==> src/rtl/multimode_wave_generator.sv <==
// multimode_wave_generator
//   Square (programmable duty), sawtooth and triangle generator driven by a
//   prescaled phase accumulator. Scale, duty and mode are double-buffered and
//   take effect only at a phase wrap, or on every clock while the active scale
//   is 0.
//   Optional feature macro: WAVEGEN_SYNC_EN adds a sync_in port. A high sync_in
//   clears the prescaler, divider and phase and forces a shadow load.
module multimode_wave_generator #(
  parameter int DATA_W     = 6,
  parameter int PRESCALE_W = 6,
  parameter int SCALE_W    = 6
) (
  input  logic               sysclk,
  input  logic               sysrst_n,
  input  logic               enable,
  input  logic [SCALE_W-1:0] scale,
  input  logic [DATA_W-1:0]  duty,
  input  logic [1:0]         mode,
`ifdef WAVEGEN_SYNC_EN
  input  logic               sync_in,
`endif
  output logic [DATA_W-1:0]  wave_out,
  output logic               period_start
);

  localparam logic [1:0] MODE_SQUARE   = 2'b00;
  localparam logic [1:0] MODE_SAWTOOTH = 2'b01;
  localparam logic [1:0] MODE_TRIANGLE = 2'b10;

  localparam logic [DATA_W-1:0]     PHASE_MAX = {DATA_W{1'b1}};
  localparam logic [DATA_W-1:0]     WAVE_ONES = {DATA_W{1'b1}};
  localparam logic [DATA_W-1:0]     WAVE_ZERO = {DATA_W{1'b0}};
  localparam logic [SCALE_W-1:0]    SCALE_ZERO = {SCALE_W{1'b0}};
  localparam logic [SCALE_W-1:0]    SCALE_ONE  = SCALE_W'(1);
  localparam logic [PRESCALE_W-1:0] PRESC_ONE  = PRESCALE_W'(1);
  localparam logic [DATA_W-1:0]     PHASE_ONE  = DATA_W'(1);

  // Waveform sample for a given phase and mode; mode 11 and any unknown mode give 0.
  function automatic logic [DATA_W-1:0] wave_of(input logic [DATA_W-1:0] p,
                                                input logic [1:0]        md,
                                                input logic [DATA_W-1:0] dt);
    logic [DATA_W-1:0] w;
    case (md)
      MODE_SQUARE:   w = (p < dt) ? WAVE_ONES : WAVE_ZERO;
      MODE_SAWTOOTH: w = p;
      MODE_TRIANGLE: begin
        if (p[DATA_W-1] == 1'b0) begin
          w = {p[DATA_W-2:0], 1'b0};
        end else begin
          w = {~p[DATA_W-2:0], 1'b0};
        end
      end
      default:       w = WAVE_ZERO;
    endcase
    return w;
  endfunction

  logic [PRESCALE_W-1:0] presc_q, presc_d;
  logic [SCALE_W-1:0]    div_q, div_d;
  logic [DATA_W-1:0]     phase_q, phase_d;
  logic [SCALE_W-1:0]    act_scale_q, act_scale_d;
  logic [DATA_W-1:0]     act_duty_q, act_duty_d;
  logic [1:0]            act_mode_q, act_mode_d;
  logic [DATA_W-1:0]     wave_q, wave_d;
  logic                  pstart_q, pstart_d;

  logic sync_s;
  logic tick_s;
  logic scale_zero_s;
  logic div_hit_s;
  logic step_s;
  logic wrap_s;
  logic load_s;

`ifdef WAVEGEN_SYNC_EN
  assign sync_s = sync_in;
`else
  assign sync_s = 1'b0;
`endif

  // Tick, step and wrap decode from the current counter state.
  always_comb begin
    tick_s       = &presc_q;
    scale_zero_s = (act_scale_q == SCALE_ZERO);
    div_hit_s    = (div_q == (act_scale_q - SCALE_ONE));
    step_s       = tick_s & ~scale_zero_s & div_hit_s;
    wrap_s       = step_s & (phase_q == PHASE_MAX);
    load_s       = sync_s | wrap_s | scale_zero_s;
  end

  // Next-state for counters, shadow registers and the registered outputs.
  always_comb begin
    presc_d  = presc_q + PRESC_ONE;
    div_d    = div_q;
    phase_d  = phase_q;
    pstart_d = 1'b0;

    if (sync_s) begin
      presc_d  = {PRESCALE_W{1'b0}};
      div_d    = SCALE_ZERO;
      phase_d  = WAVE_ZERO;
      pstart_d = 1'b0;
    end else begin
      if (tick_s && !scale_zero_s) begin
        if (div_hit_s) begin
          div_d = SCALE_ZERO;
        end else begin
          div_d = div_q + SCALE_ONE;
        end
      end else begin
        div_d = div_q;
      end
      if (step_s) begin
        phase_d = phase_q + PHASE_ONE;
      end else begin
        phase_d = phase_q;
      end
      pstart_d = wrap_s;
    end

    if (load_s) begin
      act_scale_d = scale;
      act_duty_d  = duty;
      act_mode_d  = mode;
    end else begin
      act_scale_d = act_scale_q;
      act_duty_d  = act_duty_q;
      act_mode_d  = act_mode_q;
    end

    // The sample follows the phase register, so wave_out trails phase by one clock.
    if (enable) begin
      wave_d = wave_of(phase_q, act_mode_q, act_duty_q);
    end else begin
      wave_d = WAVE_ZERO;
    end
  end

  // State registers with asynchronous clear.
  always_ff @(posedge sysclk or negedge sysrst_n) begin
    if (!sysrst_n) begin
      presc_q     <= {PRESCALE_W{1'b0}};
      div_q       <= SCALE_ZERO;
      phase_q     <= WAVE_ZERO;
      act_scale_q <= SCALE_ZERO;
      act_duty_q  <= WAVE_ZERO;
      act_mode_q  <= 2'b00;
      wave_q      <= WAVE_ZERO;
      pstart_q    <= 1'b0;
    end else begin
      presc_q     <= presc_d;
      div_q       <= div_d;
      phase_q     <= phase_d;
      act_scale_q <= act_scale_d;
      act_duty_q  <= act_duty_d;
      act_mode_q  <= act_mode_d;
      wave_q      <= wave_d;
      pstart_q    <= pstart_d;
    end
  end

  assign wave_out     = wave_q;
  assign period_start = pstart_q;

endmodule

==> config.mk <==
export PLATFORM = sky130hd
export DESIGN_NAME = multimode_wave_generator
export DESIGN_NICKNAME = d
export VERILOG_FILES = /design/src/rtl/multimode_wave_generator.sv
export SDC_FILE = /design/constraint.sdc
export NUM_CORES = 1
export LEC_CHECK = 0
export CAP_MARGIN = 0
export CORE_ASPECT_RATIO = 1.75
export CORE_MARGIN = 4
export CORE_UTILIZATION = 61
export DETAILED_ROUTE_END_ITERATION = 8
export PLACE_DENSITY = 0.95
export SYNTH_ARGS = -nofsm -noshare
export SYNTH_HDL_FRONTEND = slang
export SYNTH_SLANG_ARGS = --single-unit
==> constraint.sdc <==
create_clock -name sysclk -period 6 [get_ports sysclk]
set_clock_uncertainty 0.1 [all_clocks]
set_input_delay 1.5 -clock sysclk [delete_from_list [all_inputs] [get_ports sysclk]]
set_output_delay 1.5 -clock sysclk [all_outputs]
set_load 0.005 [all_outputs]
==> impl_summary.txt <==
----------------------------------------------------
[Floorplanning]
  Horizontal die dimension ... around 55 um
  Die height ... between 90 and 100 um
  Number of rows created at floorplan ... 29
  CORE AREA ... around 3700 um^2
  Effective utilization at floorplan ... ~64%
  Die area ... around 5000 um^2
  Ports placed on the boundary ... 24

[CTS]
  Post-cts resize count ... 0
  Count of clock tree sinks ... 39
  Clock latency of the later-clocked register in the worst-skew pair ... around 290 ps
  Clock transition at the registers of the reported paths ... roughly 70 ps
  Post-CTS Hold Buffers ... 0
  CTS Root Cell ... sky130_fd_sc_hd__clkbuf_8
  Setup fix buffers added after clock tree synthesis ... 0
  Maximum clock path buffer count ... 2
  CTS Buf Count ... 5
  H-Tree Level Count ... 2
  TritonCTS clock tree ... built

[Worst hold path]
  Worst Hold Path Cells ... 1
  Worst min-delay path category ... reg -> reg
  Worst Hold End ... presc_q[0]
  Startpoint of the worst hold path ... presc_q[0]

[Pwr]
  Total power density per cell area ... roughly 200 nW/um^2
  Leakage power summed over all cells ... ~1.2 nW
  Peak supply drop ... ~0.00021 V

[Finish]
  Fin nets ... 297
  Share of post-route cells with drive strength above 1 ... under 10%
  Antenna diode count ... 0
  Total non-filler cell area in the finished layout ... ~2700 um^2
  Total of fill cells in the finished design ... 268
  Area taken by flip-flops and latches ... 976 um^2
  Area growth from synthesis to layout ... 14.7%
  Area of combinational cells with multiple inputs ... approximately 1200 um^2

[Global routing]
  Total GRT Usage ... about a quarter
  Antenna violations before repair ... 0
  Congestion Overflow GR ... 0
  Global-route wire length before repair ... about 8700 um
  Maximum number of pins on one net before global-route repair ... 40
  Number of global-route vias before repair ... roughly 2000

[Route]
  Post-detailed-route via-to-cell ratio ... 6.31
  Total length of routed met2 wires ... between 2000 and 3000 um
  Residual antenna-violating net count after detailed routing ... 0
  Drt first-iter violations ... 78
  Routed length on met3 ... between 300 and 400 um
  Total routed wire length on the met1 layer ... between 2000 and 2500 um
  Highest metal layer used by the detailed router ... met4
  Count of TritonRoute iterations in the first routing pass ... 4
  DRC violations left ... 0
  Per-cell routed wire length ... between 15 and 20 um
  Drt total wl ... ~5400 um
  Vias ... ~2000

[Setup path]
  Worst R2R End ... act_scale_q[5]
  Data arrival time of the critical path ... ~3100 ps
  Worst setup path class ... reg -> reg
  Capturing element type of the critical path ... register
  Highest-delay cell along the critical path ... sky130_fd_sc_hd__nor3_2
  Data required time at the worst endpoint ... 6020 ps
  Setup slack of the most critical reg-to-reg path ... slightly below 3000 ps
  Largest driver fanout on the critical path ... 15
  Worst path max stage delay ... ~1000 ps
  Kind of launch point of the worst setup path ... register
  R2r worst-path depth ... 6
  Worst reg2reg startpoint ... act_scale_q[0]
  Critical path, cell by cell ... inv_1, ha_1, xor2_1, o2111ai_1, nor3_2, o221ai_1

[STA]
  Time the worst path needs with I/O delays and setup ... 3100 ps
  Max-slew headroom at the worst pin ... between 20% and 30%
  Fin crit share ... roughly half
  Final-layout setup total negative slack ... 0 ps
  Final Hold Slack ... between 300 and 400 ps
  Fmax ... 323 MHz
  Number of hold violations in the final report ... 0
  Actual transition at the worst max-transition pin ... roughly 1100 ps
  Number of setup violations in the final report ... 0
  Setup repair after global routing missed its margin ... no
  Max-slew violation count ... 0

[Place]
  Dpl hpwl ... about 3700 um
  Final GP Congestion ... 0.875
  PortBufs ... 23
  Post-placement cell area ... between 2000 and 3000 um^2

[Run status]
  Run status ... completed

[Logic synthesis]
  Largest family of logic cells by synthesized area ... simple AND/OR/NAND/NOR gates
  Primary FF master, synth ... sky130_fd_sc_hd__dfrtp_1
  Share of the synthesized netlist area taken by xor and xnor gates ... around 7%
  Share of synthesized flip-flops with an asynchronous set or reset ... 100%
  Post-synthesis sequential element count ... 39
  Multiplexer share of the synthesized area ... less than 1%
  Synthesized-area fraction occupied by ao, oa, aoi and oai cells ... between 10% and 20%
  Synthesized instance count ... 254
  Arithmetic-cell share of the synthesized area counting full adders, half adders and majority gates ... just under 6%
  Number of synthesized flops with an enable pin ... 0
  Total standard cell area after synthesis ... between 2000 and 2500 um^2
  Mapped Avg Cell Area ... slightly above 9 um^2
  Sequential-to-total area share from yosys stat ... 41.6%
  Simple-gate portion of the synthesized area ... between 20% and 30%
  YS warnings ... 0
  Net Count, Synth ... around 280
  Number of distinct standard cells referenced by the synthesized netlist ... 42

[Run]
  Count of max-cap constraint violations ... 0

----------------------------------------------------
==> critical path, delay by kind of cell (launching register included) <==
family / cells / cell delay [ps]
buf+inv: 1 / 110
simple gates: 1 / 1030
xor+xnor: 1 / 190
fa+ha+maj: 1 / 320
flops: 1 / 430
compound gates: 2 / 750
==> per-stage QoR <==
| step | total power [mW] | instances | utilization, % | worst slack, ps |
|---|---|---|---|---|
| 4_1_cts | 0.541 | 316 | 73.4 | 2910 |
| 5_1_grt | 0.556 | 316 | 73.4 | 2690 |
| 3_3_place_gp | 0.285 | 308 | 69.8 | 3120 |
| 3_5_place_dp | 0.285 | 308 | 69.8 | 2950 |
| 2_1_floorplan | 0.268 | 254 | - | 3730 |
| 6_report | 0.538 | 316 | 73.4 | 2900 |
==> cell usage after synthesis, types with 7 or more instances <==
cell / instances / share of area [%]
sky130_fd_sc_hd__o21ai_0: 12 / 2.6
sky130_fd_sc_hd__inv_1: 14 / 2.2
sky130_fd_sc_hd__ha_1: 11 / 5.9
sky130_fd_sc_hd__dfrtp_1: 39 / 42
sky130_fd_sc_hd__xnor2_1: 12 / 4.5
sky130_fd_sc_hd__xor2_1: 7 / 2.6
sky130_fd_sc_hd__nand2_1: 39 / 6.2
sky130_fd_sc_hd__clkbuf_1: 10 / 1.6
sky130_fd_sc_hd__or4_1: 8 / 2.6
sky130_fd_sc_hd__nand3_1: 20 / 4.3
sky130_fd_sc_hd__o211ai_1: 7 / 2.2
==> routing by layer <==
metal	vias to the layer above	GRT usage, %
li1	950	-
met1	962	26.6
met2	64	39.5
met3	18	4.47
met4	0	11.2
met5	-	0
==> power breakdown <==
part	switching [mW]	internal (mW)
sequential	0	0.263
combinational	0.00847	0.00908
clock	0.0921	0.166
==> cell type report <==
cell class	count	area share [%]
multi-input cells	185	46.1
well taps	46	2.14
clock inverters	2	2.23
clock buffers	6	2.70
inverters	14	1.95
flip-flops and latches	39	36.3
repair buffers	24	8.65
==> cell usage in the layout (no fill, tap or decap), drive strengths merged, types with 2 or more instances in the layout <==
| cell | n |
|---|---|
| nand2 | 39 |
| dfrtp | 39 |
| clkdlybuf4s50 | 22 |
| nand3 | 20 |
| inv | 14 |
| xnor2 | 12 |
| o21ai | 12 |
| ha | 11 |
| or4 | 11 |
| o211ai | 10 |
| xor2 | 7 |
| a21oi | 6 |
| a31oi | 6 |
| nand4 | 6 |
| clkbuf | 6 |
| nor3 | 5 |
| a21o | 4 |
| o221ai | 4 |
| and3 | 4 |
| nor2 | 3 |
| or3 | 3 |
| nor2b | 3 |
| a22oi | 3 |
| nand2b | 2 |
| a311oi | 2 |
| a31o | 2 |
| bufinv | 2 |
| buf | 2 |
==> worst max-delay path by stage <==
stage / cells past startpoint / from / end
final: 6 / act_scale_q[0] / act_scale_q[5]
after global routing: 6 / act_scale_q[0] / act_duty_q[5]
after CTS: 6 / act_scale_q[0] / act_scale_q[5]
after detailed placement: 6 / act_scale_q[0] / act_scale_q[5]
after global placement: 6 / act_scale_q[0] / act_mode_q[0]
after floorplan: 9 / act_scale_q[0] / act_duty_q[3]
==> kinds of logic after synthesis <==
group	after synthesis
simple gates	100
compound gates	54
flops	39
buf+inv	30
xor+xnor	19
fa+ha+maj	11
mux	1
==> registers in the layout, summed over array words and instances, names as in the netlist <==
| signal | count |
|---|---|
| phase_q | 6 |
| period_start | 1 |
| act_duty_q | 6 |
| presc_q | 6 |
| div_q | 6 |
| wave_out | 6 |
| act_scale_q | 6 |
| act_mode_q | 2 |
No activity file was read; power rests on OpenSTA's default activity.
